<file path="config.mk">
export PLATFORM = sky130hd
export DESIGN_NAME = uart8n1_tx_buf_flat
export DESIGN_NICKNAME = d
export VERILOG_FILES = /design/src/rtl/uart_pkg.sv /design/src/rtl/uart8n1_tx_buf_if.sv /design/src/rtl/uart_tx_fifo.sv /design/src/rtl/uart8n1_tx_buf.sv /design/src/flat_wrapper.sv
export SDC_FILE = /design/constraint.sdc
export NUM_CORES = 1
export LEC_CHECK = 0
export CORE_MARGIN = 8
export CORE_UTILIZATION = 60
export DETAILED_ROUTE_END_ITERATION = 10
export DONT_BUFFER_PORTS = 1
export MAX_ROUTING_LAYER = met4
export PLACE_DENSITY = 0.87
export SLEW_MARGIN = 20
export SYNTH_ARGS = -nofsm -noshare
export SYNTH_HDL_FRONTEND = slang
export SYNTH_SLANG_ARGS = --single-unit
</file>
<file path="constraint.sdc">
create_clock -name clk -period 5.2 [get_ports clk]
set_clock_uncertainty 0.1 [all_clocks]
set_input_delay 0.26 -clock clk [delete_from_list [all_inputs] [get_ports clk]]
set_output_delay 0.26 -clock clk [all_outputs]
set_load 0.02 [all_outputs]
</file>
<file path="src/rtl/uart_pkg.sv">
// -----------------------------------------------------------------------------
// uart_pkg
// Shared definitions for the 8N1 UART transmit and receive paths.
//   - FSM state encoding (3 bits wide, same width as the receiver's state
//     register, so both sides can share debug tooling).
//   - Default bit period and frame shape constants.
// No ports; imported by the transmit interface, FIFO and top level.
// -----------------------------------------------------------------------------
package uart_pkg;

    // Default clock cycles per bit period.
    localparam int DEFAULT_CLKS_PER_BIT = 1250;

    // Frame shape: 8 data bits, 1 stop bit, no parity.
    localparam int DATA_BITS = 8;
    localparam int STOP_BITS = 1;

    // Framing FSM state encoding.
    localparam logic [2:0] ST_IDLE  = 3'd0;
    localparam logic [2:0] ST_START = 3'd1;
    localparam logic [2:0] ST_DATA  = 3'd2;
    localparam logic [2:0] ST_STOP  = 3'd3;

endpackage

</file>
<file path="src/rtl/uart8n1_tx_buf_if.sv">
// -----------------------------------------------------------------------------
// uart8n1_tx_buf_if
// Byte write port of the buffered UART transmitter (valid/ready handshake).
//   txDv     write strobe from the producer
//   txByte   byte to queue, sampled when txDv && txReady at a rising edge
//   txReady  transmitter FIFO has a free slot
// Modports:
//   master - producer side (drives txDv/txByte, observes txReady)
//   slave  - transmitter side (observes txDv/txByte, drives txReady)
// -----------------------------------------------------------------------------
interface uart8n1_tx_buf_if;
    import uart_pkg::*;

    logic                 txDv;
    logic [DATA_BITS-1:0] txByte;
    logic                 txReady;

    modport master (
        output txDv,
        output txByte,
        input  txReady
    );

    modport slave (
        input  txDv,
        input  txByte,
        output txReady
    );

endinterface

</file>
<file path="src/rtl/uart_tx_fifo.sv">
// -----------------------------------------------------------------------------
// uart_tx_fifo
// Circular byte FIFO feeding the UART framing FSM.
// Ports:
//   clk, rst      clock and synchronous active-high reset (flushes pointers/count)
//   wrEn, wrData  push request and data; ignored while full
//   full          no free slot (write side must hold off)
//   rdEn          pop request; ignored while empty
//   rdData        head-of-queue byte, valid whenever empty is low
//   empty         no stored byte
// Parameter DEPTH: number of slots, power of 2, at least 2.
// -----------------------------------------------------------------------------
module uart_tx_fifo
    import uart_pkg::*;
#(
    parameter int DEPTH = 4
) (
    input  logic                 clk,
    input  logic                 rst,
    input  logic                 wrEn,
    input  logic [DATA_BITS-1:0] wrData,
    output logic                 full,
    input  logic                 rdEn,
    output logic [DATA_BITS-1:0] rdData,
    output logic                 empty
);

    localparam int              AW         = $clog2(DEPTH);
    localparam logic [AW:0]     FULL_COUNT = (AW+1)'(DEPTH);

    logic [DATA_BITS-1:0] r_mem [DEPTH];
    logic [AW-1:0]        r_wr_ptr;
    logic [AW-1:0]        r_rd_ptr;
    logic [AW:0]          r_count;

    logic w_push;
    logic w_pop;

    assign full  = (r_count == FULL_COUNT);
    assign empty = (r_count == '0);

    // A push while full is dropped even if a pop frees a slot on the same
    // edge: the producer saw txReady low, so it must not count as accepted.
    assign w_push = wrEn && !full;
    assign w_pop  = rdEn && !empty;

    // The FSM latches the head byte on the same edge it pops, so the head
    // has to be readable combinationally (show-ahead); a handful of slots
    // maps onto distributed RAM rather than a registered-read block RAM.
    assign rdData = r_mem[r_rd_ptr];

    // Storage carries no reset: stale contents are unreachable once the
    // pointers and count are cleared.
    always_ff @(posedge clk) begin
        if (w_push) begin
            r_mem[r_wr_ptr] <= wrData;
        end
    end

    always_ff @(posedge clk) begin
        if (rst) begin
            r_wr_ptr <= '0;
            r_rd_ptr <= '0;
            r_count  <= '0;
        end else begin
            // Pointers are exactly log2(DEPTH) bits, so they wrap on their own.
            if (w_push) begin
                r_wr_ptr <= r_wr_ptr + 1'b1;
            end
            if (w_pop) begin
                r_rd_ptr <= r_rd_ptr + 1'b1;
            end
            case ({w_push, w_pop})
                2'b10:   r_count <= r_count + 1'b1;
                2'b01:   r_count <= r_count - 1'b1;
                default: r_count <= r_count;
            endcase
        end
    end

endmodule

</file>
<file path="src/rtl/uart8n1_tx_buf.sv">
// -----------------------------------------------------------------------------
// uart8n1_tx_buf
// Buffered 8N1 UART transmitter: bytes arrive over a valid/ready port into a
// small FIFO and are serialised LSB first with one start and one stop bit.
// Back-to-back frames leave no idle gap on the line.
// Ports:
//   clk     system clock, rising edge
//   rst     synchronous active-high reset (aborts any frame, flushes FIFO)
//   en      when low no new frame starts; a frame in flight completes
//   wr      byte write port (txDv/txByte in, txReady out)
//   txOut   registered serial line, idle high
//   txDone  one-cycle pulse during the last cycle of each stop bit
//   isIdle  controller in Idle with an empty FIFO
// Parameters:
//   CLKS_PER_BIT  clock cycles per bit, at least 2
//   FIFO_DEPTH    FIFO slots, power of 2, at least 2
// -----------------------------------------------------------------------------
module uart8n1_tx_buf
    import uart_pkg::*;
#(
    parameter int CLKS_PER_BIT = DEFAULT_CLKS_PER_BIT,
    parameter int FIFO_DEPTH   = 4
) (
    input  logic                   clk,
    input  logic                   rst,
    input  logic                   en,
    uart8n1_tx_buf_if.slave        wr,
    output logic                   txOut,
    output logic                   txDone,
    output logic                   isIdle
);

    localparam int            CW        = $clog2(CLKS_PER_BIT);
    localparam logic [CW-1:0] CNT_LAST  = CW'(CLKS_PER_BIT - 1);
    // txDone is registered, so it is set one cycle early to land on the
    // final cycle of the stop bit.
    localparam logic [CW-1:0] CNT_DONE  = CW'(CLKS_PER_BIT - 2);
    localparam logic [2:0]    DATA_LAST = 3'(DATA_BITS - 1);
    localparam logic [2:0]    STOP_LAST = 3'(STOP_BITS - 1);

    logic [2:0]           r_state;
    logic [CW-1:0]        r_cnt;
    logic [2:0]           r_idx;
    logic [DATA_BITS-1:0] r_shift;
    logic                 r_txOut;
    logic                 r_txDone;

    logic                 w_fifo_full;
    logic                 w_fifo_empty;
    logic [DATA_BITS-1:0] w_rd_data;
    logic                 w_bit_end;
    logic                 w_stop_end;
    logic                 w_pop;

    uart_tx_fifo #(
        .DEPTH (FIFO_DEPTH)
    ) u_fifo (
        .clk    (clk),
        .rst    (rst),
        .wrEn   (wr.txDv),
        .wrData (wr.txByte),
        .full   (w_fifo_full),
        .rdEn   (w_pop),
        .rdData (w_rd_data),
        .empty  (w_fifo_empty)
    );

    assign wr.txReady = !w_fifo_full;

    assign w_bit_end  = (r_cnt == CNT_LAST);
    assign w_stop_end = (r_state == ST_STOP) && w_bit_end && (r_idx == STOP_LAST);

    // A new frame starts either from Idle or straight out of the final stop
    // cycle; the latter is what keeps consecutive frames gap-free.
    assign w_pop = en && !w_fifo_empty &&
                   ((r_state == ST_IDLE) || w_stop_end);

    always_ff @(posedge clk) begin
        if (rst) begin
            r_state  <= ST_IDLE;
            r_cnt    <= '0;
            r_idx    <= '0;
            r_shift  <= '0;
            r_txOut  <= 1'b1;
            r_txDone <= 1'b0;
        end else begin
            r_txDone <= 1'b0;
            case (r_state)
                ST_IDLE: begin
                    r_cnt   <= '0;
                    r_idx   <= '0;
                    r_txOut <= 1'b1;
                    if (w_pop) begin
                        r_shift <= w_rd_data;
                        r_txOut <= 1'b0;
                        r_state <= ST_START;
                    end
                end

                ST_START: begin
                    if (w_bit_end) begin
                        r_cnt   <= '0;
                        r_idx   <= '0;
                        r_txOut <= r_shift[0];
                        r_shift <= r_shift >> 1;
                        r_state <= ST_DATA;
                    end else begin
                        r_cnt <= r_cnt + 1'b1;
                    end
                end

                ST_DATA: begin
                    if (w_bit_end) begin
                        r_cnt <= '0;
                        if (r_idx == DATA_LAST) begin
                            r_idx   <= '0;
                            r_txOut <= 1'b1;
                            r_state <= ST_STOP;
                        end else begin
                            r_idx   <= r_idx + 3'd1;
                            r_txOut <= r_shift[0];
                            r_shift <= r_shift >> 1;
                        end
                    end else begin
                        r_cnt <= r_cnt + 1'b1;
                    end
                end

                ST_STOP: begin
                    if (!w_bit_end) begin
                        r_cnt <= r_cnt + 1'b1;
                        if ((r_cnt == CNT_DONE) && (r_idx == STOP_LAST)) begin
                            r_txDone <= 1'b1;
                        end
                    end else begin
                        r_cnt <= '0;
                        if (r_idx != STOP_LAST) begin
                            // Further stop bits (only when STOP_BITS > 1).
                            r_idx <= r_idx + 3'd1;
                        end else begin
                            r_idx <= '0;
                            if (w_pop) begin
                                r_shift <= w_rd_data;
                                r_txOut <= 1'b0;
                                r_state <= ST_START;
                            end else begin
                                r_state <= ST_IDLE;
                            end
                        end
                    end
                end

                default: begin
                    r_state <= ST_IDLE;
                    r_cnt   <= '0;
                    r_idx   <= '0;
                    r_txOut <= 1'b1;
                end
            endcase
        end
    end

    assign txOut  = r_txOut;
    assign txDone = r_txDone;
    assign isIdle = (r_state == ST_IDLE) && w_fifo_empty;

endmodule

</file>
<file path="src/flat_wrapper.sv">
// flat-port wrapper written by rule: the top's interface ports become plain ports
module uart8n1_tx_buf_flat import uart_pkg::*;
#(
    parameter int CLKS_PER_BIT = DEFAULT_CLKS_PER_BIT,
    parameter int FIFO_DEPTH   = 4
)
  (clk, rst, en, txOut, txDone, isIdle, wr_txDv, wr_txByte, wr_txReady);
  uart8n1_tx_buf_if wr_i ();
  input  logic clk;
  input  logic rst;
  input  logic en;
  output logic txOut;
  output logic txDone;
  output logic isIdle;
  input wire logic [$bits(wr_i.txDv)-1:0] wr_txDv;
  input wire logic [$bits(wr_i.txByte)-1:0] wr_txByte;
  output wire logic [$bits(wr_i.txReady)-1:0] wr_txReady;
  assign wr_i.txDv = wr_txDv;
  assign wr_i.txByte = wr_txByte;
  assign wr_txReady = wr_i.txReady;
  uart8n1_tx_buf #(.CLKS_PER_BIT(CLKS_PER_BIT), .FIFO_DEPTH(FIFO_DEPTH)) u_core (.clk(clk), .rst(rst), .en(en), .wr(wr_i), .txOut(txOut), .txDone(txDone), .isIdle(isIdle));
endmodule
</file>
==> results of run 1 <==
-- cell usage after synthesis (2+ instances only) --
library cell and number:
nor4_1 2, mux2i_1 9, nor2_1 25, nor3_1 4, edfxtp_1 32, dfxtp_1 35, or3_1 3, xor2_1 8
nand3b_1 3, o21ai_0 3, clkbuf_1 7, buf_6 2, nand2b_1 5, and2_1 2, and3_2 2, xnor2_1 6
a211oi_1 7, nor3b_1 2, inv_1 15, ha_1 15, and3_1 7, mux4_2 8, nand2_1 4, nand3_1 7
a21oi_1 14
-- layout make-up --
type | instances | share of cell area, %
Tap cell | 70 | 2.60
Timing Repair Buffer | 9 | 2.67
Clock inverter | 6 | 2.67
Multi-Input combinational cell | 154 | 37.3
Sequential cell | 67 | 49.3
Inverter | 15 | 1.67
Clock buffer | 10 | 3.79
-- routing by layer --
metal  up-vias  routed length [um]  global-route usage, %
met5         -                   0                      -
met4         0                 195                   10.6
met3        17                 236                   4.81
met2        46                3020                   29.2
met1       933                2490                   19.4
li1        915                   -                      -
-- power by group --
part           switching, mW  internal (mW)
logic                  0.311          0.234
clock network          0.211          0.272
registers             0.0705          0.632
total                  0.593           1.14
-- per-stage QoR --
step                      cells  total power [mW]  area (um^2)  util (%)
after floorplan             246              1.15         3030         -
after global placement      306              1.21         3060      61.5
after detailed placement    306              1.23         3060      61.5
after CTS                   331              1.72         3370      67.7
after global routing        331              1.83         3370      67.7
final                       331              1.73         3370      67.7
-- how the worst max path moves through the flow --
| stage | from | slack, ns | to | depth (start not counted) |
|---|---|---|---|---|
| 2_1_floorplan | u_core.r_cnt[2]$_SDFF_PP0_ | 2.33 | u_core.u_fifo.r_count[2]$_SDFFE_PP0P_ | 10 |
| 3_3_place_gp | u_core.r_cnt[2]$_SDFF_PP0_ | 2.27 | u_core.u_fifo.r_count[2]$_SDFFE_PP0P_ | 9 |
| 3_5_place_dp | u_core.r_cnt[2]$_SDFF_PP0_ | 2.20 | u_core.u_fifo.r_count[2]$_SDFFE_PP0P_ | 9 |
| 4_1_cts | u_core.r_state[1]$_SDFFE_PP0P_ | 2.12 | u_core.u_fifo.r_count[2]$_SDFFE_PP0P_ | 10 |
| 5_1_grt | u_core.r_state[1]$_SDFFE_PP0P_ | 1.89 | u_core.u_fifo.r_count[2]$_SDFFE_PP0P_ | 10 |
| 6_report | u_core.r_state[1]$_SDFFE_PP0P_ | 2.04 | u_core.u_fifo.r_count[2]$_SDFFE_PP0P_ | 10 |
-- cell families (layout without fill, tap and decap cells) --
logic type               Yosys count  count (layout)  share of synthesized area, %
AO/OA/AOI/OAI                     35              35                          8.40
XOR/XNOR                          14              14                          4.05
adder cells (fa/ha/maj)           16              16                          6.87
buffers and inverters             25              40                          3.60
flip-flops                        67              67                          54.9
multiplexers                      17              17                          8.93
AND/OR/NAND/NOR                   72              72                          13.2
-- worst max-delay path: stages, from the launching register on --
cell and delay (ns):
dfxtp_1 0.40, ha_1 0.39, nand3b_1 0.15, o41a_1 0.50, nor2_2 0.26, ha_1 0.24, inv_1 0.06, fa_1 0.37
xor2_1 0.16, or3_1 0.31, a21oi_1 0.15
-- registers in the layout, indices dropped and copies added, names as in the netlist, 2 cells and up, named ones only --
register	count
u_core.u_fifo.r_wr_ptr	2
u_core.r_state	2
u_core.r_idx	3
u_core.r_shift	8
u_core.r_cnt	11
u_core.u_fifo.r_mem	32
u_core.u_fifo.r_count	3
u_core.u_fifo.r_rd_ptr	2
-- timing repair --
action	in CTS	in global routing
setup endpoints to repair	0	0
endpoints found under the hold margin	55	0
hold buffers	9	0
==> metrics.txt, run 1 <==
initial antenna violation count 0; critical path type flip-flop to flip-flop; first-pass GRT wire length 9850 um; Core Box Area 0.00498 mm^2; PostCTS Resize Cnt 0; Cell Rows 26; Unique masters post-synth 44; top_reg_cell synth dfxtp_1; number of diodes 0; clk root buf clkbuf_8; Fillers 337; Die X 87.0 um; Critical R2R Launch u_core.r_state[1]$_SDFFE_PP0P_; clk buf depth 2; commonest non-fill, non-tap cells in the layout dfxtp_1 (35), edfxtp_1 (32), nor2_1 (25), inv_1 (15), ha_1 (15); Yosys top cell area share 31.8%; Starting Density 60.8%; ANT nets after route 0; sequential-to-total area share from yosys stat 54.9%; die span in y 87.0 um; Ports 16; vias in the first global route 1953; Max IR drop VDD 322 uV; full die area 0.00757 mm^2; r2r setup slk 2.04 ns; Synth area leader edfxtp_1; DRC Markers 0; Period minus WS final 3.16 ns; GP Congestion 0.852; number of synthesized flops with an enable pin 32; worst skew pair latency 0.35 ns; Worst-Margin Slew 0.884 ns; CP Max Fanout 9; max-capacitance violation count 0; CTS clk-pin slew, worst paths 0.07 ns; final setup margin 2.04 ns; FMAX 317 MHz; Multi-input gate area 0.00125 mm^2; Placement Setup Slack 2.20 ns; nets 284; hold violation total from the final report 0; WL/cell 18.0 um; Hold Startpoint rst; PortBufs 0; fin crit share 60.7%; Worst R2R Path Depth 10; largest net degree at the start of global routing 23; ys async rst share 0%; Lkg Pwr 1.21 nW; FF+latch count, synth 67; final setup fails 0; max-slew violations 0; postcts setup bufs 0; drt total wl 5940 um; ranking of synthesized cells by area edfxtp_1 (32%), dfxtp_1 (23%), ha_1 (6.2%); crit end category flip-flop; DRT Pass-1 Iters 4; slew margin rel. 40.6%; clock sinks 67; vias per cell 5.77; P&R area growth vs syn 11.3%; total number of yosys warnings 0; layout cells sized above 1 12.3%; Cell Pwr Density 514 mW/mm^2; DR iter-0 viols 130; Post-Syn Nets 274; Syn Inst Count 246; Seq. cell area 0.00166 mm^2; vias post-DR 1911; Hold Path Depth 2; Post-DP HPWL 3810 um; TritonCTS clock tree built; commonest non-fill, non-tap cell in the layout dfxtp_1; status finished clean; H-tree depth 3; R2R Path End u_core.u_fifo.r_count[2]$_SDFFE_PP0P_; unrepaired setup endpoints after global routing no; Fin Setup TNS 0 ns; hold endpoint u_core.r_shift[7]$_SDFFE_PP0P_; type of the most critical hold path primary input to flip-flop; CP Launch Type flip-flop; TritonCTS buffer count 9; syn avg cell area 12.3 um^2; CP arrival 3.33 ns; grt ovf 0; Netlist Area Pre-Place 0.00303 mm^2; hold_ws 0.0432 ns; aggregate global-route resource usage 18.0%; CP required 5.37 ns
Power figures use the tool's default switching activity.
==> run 2, diff against run 1 <==
==> constraint.sdc (replaced) <==
create_clock -name clk -period 3 [get_ports clk]
set_clock_uncertainty 0.1 [all_clocks]
set_input_delay 0.15 -clock clk [delete_from_list [all_inputs] [get_ports clk]]
set_output_delay 0.15 -clock clk [all_outputs]
set_load 0.02 [all_outputs]
==> run 2 against run 1 <==
Effect of this change:
- largest cell class unchanged
- non-clock buffer count up 7
- critical path depth is 1 lower
- core utilization increased by 0.91 points
==> metrics.txt, run 2 (same netlist as run 1, synthesis figures left out) <==
CP Max Fanout 3 (was 9); largest net degree at the start of global routing 25 (was 23); status finished clean (unchanged); Layout Utilization 68.6% (was 67.7%); Ports 16 (unchanged); first-pass GRT wire length 10000 um (was 9850 um); Core Box Area 0.00498 mm^2 (unchanged); Worst R2R Path Depth 9 (was 10); DR iter-0 viols 164 (was 130); Die X 87.0 um (unchanged); Critical R2R Launch u_core.r_cnt[2]$_SDFF_PP0_ (was u_core.r_state[1]$_SDFFE_PP0P_); Hold Startpoint wr_txDv (was rst); slew margin rel. 35.3% (was 40.6%); CP required 3.18 ns (was 5.37 ns); drt total wl 6430 um (was 5940 um); commonest non-fill, non-tap cell in the layout dfxtp_1 (unchanged); Seq. cell area 0.00166 mm^2 (about the same); WL/cell 19.0 um (was 18.0 um); final setup fails 0 (unchanged); max reg flops 32 (unchanged); Placement Setup Slack 0.123 ns (was 2.20 ns); H-tree depth 3 (unchanged); P&R area growth vs syn 12.8% (was 11.3%); initial antenna violation count 0 (unchanged); critical path type flip-flop to flip-flop (unchanged); commonest non-fill, non-tap cells in the layout dfxtp_1 (34), edfxtp_1 (32), nor2_1 (25), inv_1 (15) (was dfxtp_1 (35), edfxtp_1 (32), nor2_1 (25), inv_1 (15), ha_1 (15)); DRC Markers 0 (unchanged); Cell Pwr Density 888 mW/mm^2 (was 514 mW/mm^2); Fillers 319 (was 337); layout cells sized above 1 15.7% (was 12.3%); PortBufs 0 (unchanged); vias in the first global route 1987 (was 1953); crit end category flip-flop (unchanged); Starting Density 60.8% (unchanged); hold violation total from the final report 0 (unchanged); number of diodes 0 (unchanged); Multi-input gate area 0.00126 mm^2 (was 0.00125 mm^2); aggregate global-route resource usage 18.4% (was 18.0%); R2R Path End u_core.u_fifo.r_count[2]$_SDFFE_PP0P_ (unchanged); final setup margin 0.0278 ns (was 2.04 ns); die span in y 87.0 um (unchanged); TritonCTS clock tree built (unchanged); GP Congestion 0.857 (was 0.852); worst skew pair latency 0.36 ns (was 0.35 ns); clock sinks 67 (unchanged); CTS clk-pin slew, worst paths 0.08 ns (was 0.07 ns); nets 291 (was 284); clk buf depth 2 (unchanged); hold endpoint u_core.u_fifo.r_wr_ptr[1]$_SDFFE_PP0P_ (was u_core.r_shift[7]$_SDFFE_PP0P_); FMAX 336 MHz (was 317 MHz); fin crit share 99.1% (was 60.7%); full die area 0.00757 mm^2 (unchanged); Hold Path Depth 3 (was 2); largest register by flop count u_core.u_fifo.r_mem (unchanged); TritonCTS buffer count 9 (unchanged); vias post-DR 1970 (was 1911); CP arrival 3.15 ns (was 3.33 ns); clk root buf clkbuf_8 (unchanged); biggest regs u_core.u_fifo.r_mem x32, u_core.r_cnt x11, u_core.r_shift x8 (unchanged); DRT Pass-1 Iters 4 (unchanged); Worst-Margin Slew 0.967 ns (was 0.884 ns); r2r setup slk 0.03 ns (was 2.04 ns); type of the most critical hold path primary input to flip-flop (unchanged); CP Launch Type flip-flop (unchanged); max-slew violations 0 (unchanged); Period minus WS final 2.97 ns (was 3.16 ns); Cell Rows 26 (unchanged); vias per cell 5.83 (was 5.77); Lkg Pwr 1.24 nW (was 1.21 nW); ANT nets after route 0 (unchanged); Max IR drop VDD 782 uV (was 322 uV); max-capacitance violation count 0 (unchanged); Post-DP HPWL 3770 um (was 3810 um); grt ovf 0 (unchanged)
-- run 2: final cells by class --
type	instances	share of cell area [%]
sequential	67	48.7
multi-input combinational	154	36.8
timing repair buffer	16	4.18
clock buffer	9	3.63
tap	70	2.57
clock inverter	7	2.42
inverter	15	1.65
-- run 2: layer usage --
metal | GRT usage [%] | vias to the layer above | wire (um)
li1 | - | 929 | -
met1 | 19.8 | 945 | 2580
met2 | 29.9 | 74 | 3230
met3 | 4.81 | 22 | 372
met4 | 11.6 | 0 | 246
met5 | - | - | 0
-- run 2: per-stage QoR --
step | cells | instance area (um^2) | total power [mW] | setup TNS [ns] | hold WS, ns
global placement | 311 | 3100 | 2.12 | 0 | 0.120
global route | 338 | 3410 | 3.17 | -0.0424 | 0.0390
finish | 338 | 3410 | 3.03 | 0 | 0.0276
CTS | 336 | 3390 | 2.97 | 0 | 0.0220
detailed placement | 311 | 3100 | 2.16 | 0 | 0.124
floorplan | 246 | 3030 | 1.99 | 0 | 0.149
-- run 2: worst max-delay path by stage --
stage	startpoint	endpoint	slack [ns]	cells after the start
4_1_cts	u_core.r_cnt[6]$_SDFF_PP0_	u_core.u_fifo.r_count[2]$_SDFFE_PP0P_	0.001	9
3_5_place_dp	u_core.r_cnt[6]$_SDFF_PP0_	u_core.u_fifo.r_count[2]$_SDFFE_PP0P_	0.12	9
5_1_grt	u_core.r_cnt[2]$_SDFF_PP0_	u_core.u_fifo.r_count[2]$_SDFFE_PP0P_	-0.04	9
3_3_place_gp	u_core.r_cnt[6]$_SDFF_PP0_	u_core.u_fifo.r_count[2]$_SDFFE_PP0P_	0.23	9
6_report	u_core.r_cnt[2]$_SDFF_PP0_	u_core.u_fifo.r_count[2]$_SDFFE_PP0P_	0.03	9
2_1_floorplan	u_core.r_cnt[2]$_SDFF_PP0_	u_core.u_fifo.r_count[2]$_SDFFE_PP0P_	0.13	10
-- run 2: timing repair --
item	CTS	global route
gates resized for setup	0	2
hold buffers	9	0
buffers inserted	0	2
endpoints found under the setup margin	0	1
endpoints found under the hold margin	56	0
-- run 2: critical path: stages, from the launching register on --
cell	delay (ns)
dfxtp_1	0.32
or4b_4	0.55
o41a_1	0.38
nor2_2	0.17
ha_2	0.23
inv_1	0.06
fa_1	0.41
xor2_1	0.19
or3_1	0.33
a21oi_1	0.14
-- run 2: report_power, final --
group	switching, mW	internal, mW
Sequential	0.124	1.10
Combinational	0.563	0.444
Clock	0.405	0.398
Total	1.09	1.94
==> run 3, diff against run 2 <==
--- a/config.mk
+++ b/config.mk
@@ -10,7 +10,7 @@
 export DETAILED_ROUTE_END_ITERATION = 10
 export DONT_BUFFER_PORTS = 1
 export MAX_ROUTING_LAYER = met4
-export PLACE_DENSITY = 0.87
+export PLACE_DENSITY = 0.75
 export SLEW_MARGIN = 20
 export SYNTH_ARGS = -nofsm -noshare
 export SYNTH_HDL_FRONTEND = slang
==> run 3 against run 2 <==
Effect of this change:
- combinational power is 4% lower
- first-iteration DRC count is 34% lower
- worst setup slack better by 0.16 ns
- sequential power hardly changed
- non-clock buffer count is 1 lower
- largest power group unchanged
==> metrics.txt, run 3 (same netlist as run 1, synthesis figures left out) <==
Fin Setup TNS 0 ns (unchanged); postcts setup bufs 0 (unchanged); Post-DP HPWL 3770 um (about the same); WL/cell 16.3 um (was 19.0 um); clock network fraction of total power 26.3% (was 26.5%); max-slew violations 0 (unchanged); crit end category flip-flop (unchanged); met2 WL 2750 um (was 3230 um); type of the most critical hold path primary input to flip-flop (unchanged); aggregate global-route resource usage 16.4% (was 18.4%); clock sinks 67 (unchanged); commonest non-fill, non-tap cells in the layout dfxtp_1 (34), edfxtp_1 (32), nor2_1 (25), inv_1 (15), ha_1 (15) (was dfxtp_1 (34), edfxtp_1 (32), nor2_1 (25), inv_1 (15)); Die X 87.0 um (unchanged); max-capacitance violation count 0 (unchanged); clk root buf clkbuf_8 (unchanged); drt total wl 5480 um (was 6430 um); clk buf depth 2 (unchanged); Core Box Area 0.00498 mm^2 (unchanged); part of the power in registers 41.0% (was 40.3%); hold violation total from the final report 0 (unchanged); max reg flops 32 (unchanged); unrepaired setup endpoints after global routing no; slew margin rel. 34.6% (was 35.3%); commonest non-fill, non-tap cell in the layout dfxtp_1 (unchanged); status finished clean (unchanged); Starting Density 60.8% (unchanged); Cell Rows 26 (unchanged); CP Cell Sequence or4b_4, o41a_1, nor2_2, ha_1, inv_1, fa_1, xor2_1, or3_1, a21oi_1 (was or4b_4, o41a_1, nor2_2, ha_2, inv_1, fa_1, xor2_1, or3_1, a21oi_1); largest net degree at the start of global routing 25 (unchanged); Comb pwr share 32.7% (was 33.2%); TritonCTS buffer count 9 (unchanged); initial antenna violation count 0 (unchanged); CP peak stage delay 0.54 ns (was 0.55 ns); switching part of the total power 34.9% (was 36.0%); vias in the first global route 1941 (was 1987); FMAX 355 MHz (was 336 MHz); cell count after placement 312 (was 311); DR top layer met4 (unchanged); Lkg Pwr 1.23 nW (was 1.24 nW); H-tree depth 3 (unchanged); DRT Pass-1 Iters 4 (unchanged); number of diodes 0 (unchanged); met3 wire len 190 um (was 372 um); Pwr Total 2.96 mW (was 3.03 mW); PortBufs 0 (unchanged); final setup margin 0.185 ns (was 0.0278 ns); worst skew pair latency 0.34 ns (was 0.36 ns); CP Max Fanout 3 (unchanged); biggest regs u_core.u_fifo.r_mem x32, u_core.r_cnt x11, u_core.r_shift x8 (unchanged); vias per cell 5.49 (was 5.83); Area after DPL 0.00311 mm^2 (was 0.00310 mm^2); P_int 1.93 mW (was 1.94 mW); GP Congestion 0.805 (was 0.857); DR iter-0 viols 109 (was 164); first-pass GRT wire length 9290 um (was 10000 um); fin crit share 93.8% (was 99.1%); Crit-path slowest cell or4b_4 (unchanged); CP Launch Type flip-flop (unchanged); Switching Power 1.03 mW (was 1.09 mW); CP arrival 2.98 ns (was 3.15 ns); P&R area growth vs syn 12.5% (was 12.8%); fin cells 337 (was 338); CP required 3.16 ns (was 3.18 ns); ANT nets after route 0 (unchanged); Period minus WS final 2.82 ns (was 2.97 ns); Placement Setup Slack 0.110 ns (was 0.123 ns); Ports 16 (unchanged); design area 0.00340 mm^2 (was 0.00341 mm^2); final setup fails 0 (unchanged); Worst-Margin Slew 0.972 ns (was 0.967 ns); layout cells sized above 1 15.0% (was 15.7%); CTS clk-pin slew, worst paths 0.08 ns (about the same); Cell Pwr Density 868 mW/mm^2 (was 888 mW/mm^2); vias post-DR 1850 (was 1970); DRC Markers 0 (unchanged); largest register by flop count u_core.u_fifo.r_mem (unchanged); Max IR drop VDD 514 uV (was 782 uV); nets 290 (was 291); die span in y 87.0 um (unchanged); critical path type flip-flop to flip-flop (unchanged); grt ovf 0 (unchanged); TritonCTS clock tree built (unchanged); Metal-1 WL 2490 um (was 2580 um); full die area 0.00757 mm^2 (unchanged)
run 3: cell types whose count changed in the layout (fill, tap and decap cells not counted), sizes merged:
cell,before,now
buf,7,6
clkinvlp,0,1
inv,19,18
run 3: cell type report:
cell class                 count  area (um^2)
multi-input combinational    154         1250
tap                           70         87.6
timing repair buffer          15          135
fill                         355         1570
inverter                      15         56.3
sequential                    67         1660
clock buffer                   9          124
clock inverter                 7         83.8
run 3: worst paths after layout:
kind | end | start | depth (start not counted) | slack (ns)
worst max-delay path | u_core.u_fifo.r_count[2]$_SDFFE_PP0P_ | u_core.r_cnt[2]$_SDFF_PP0_ | 9 | 0.18
worst min register to register | u_core.r_cnt[0]$_SDFF_PP0_ | u_core.r_cnt[0]$_SDFF_PP0_ | 1 | 0.38
worst max register to register | u_core.u_fifo.r_count[2]$_SDFFE_PP0P_ | u_core.r_cnt[2]$_SDFF_PP0_ | 9 | 0.18
worst min-delay path | u_core.u_fifo.r_wr_ptr[1]$_SDFFE_PP0P_ | wr_txDv | 3 | 0.04
run 3: critical path, delay by kind of cell (launching register included):
family	cells	cell delay [ns]
flip-flops	1	0.32
AO/OA/AOI/OAI	2	0.54
adder cells (fa/ha/maj)	2	0.56
buffers and inverters	1	0.06
XOR/XNOR	1	0.16
AND/OR/NAND/NOR	3	0.99
run 3: metrics by stage:
step | hold WS (ns) | utilization (%)
5_1_grt | 0.0403 | 68.4
3_3_place_gp | 0.123 | 62.4
4_1_cts | 0.0384 | 68.4
3_5_place_dp | 0.125 | 62.4
6_report | 0.0419 | 68.4
2_1_floorplan | 0.149 | -
run 3: power by group through the flow:
stage	sequential, mW	combinational, mW	clock (mW)
finish	1.21	0.967	0.779
CTS	1.21	0.978	0.792
global placement	1.23	0.922	0
detailed placement	1.23	0.950	0
floorplan	1.18	0.810	0
global route	1.23	1.06	0.840
run 3: layer usage:
layer / GRT usage [%] / up-vias
met1: 19.6 / 894
met2: 25.7 / 26
met5: - / -
met3: 4.81 / 7
met4: 6.10 / 0
li1: - / 923
run 3: repair_timing:
item                                    in CTS  in global routing
hold buffers                                 9                  0
endpoints found under the setup margin       0                  1
endpoints found under the hold margin       56                  0
resized for setup                            0                  1
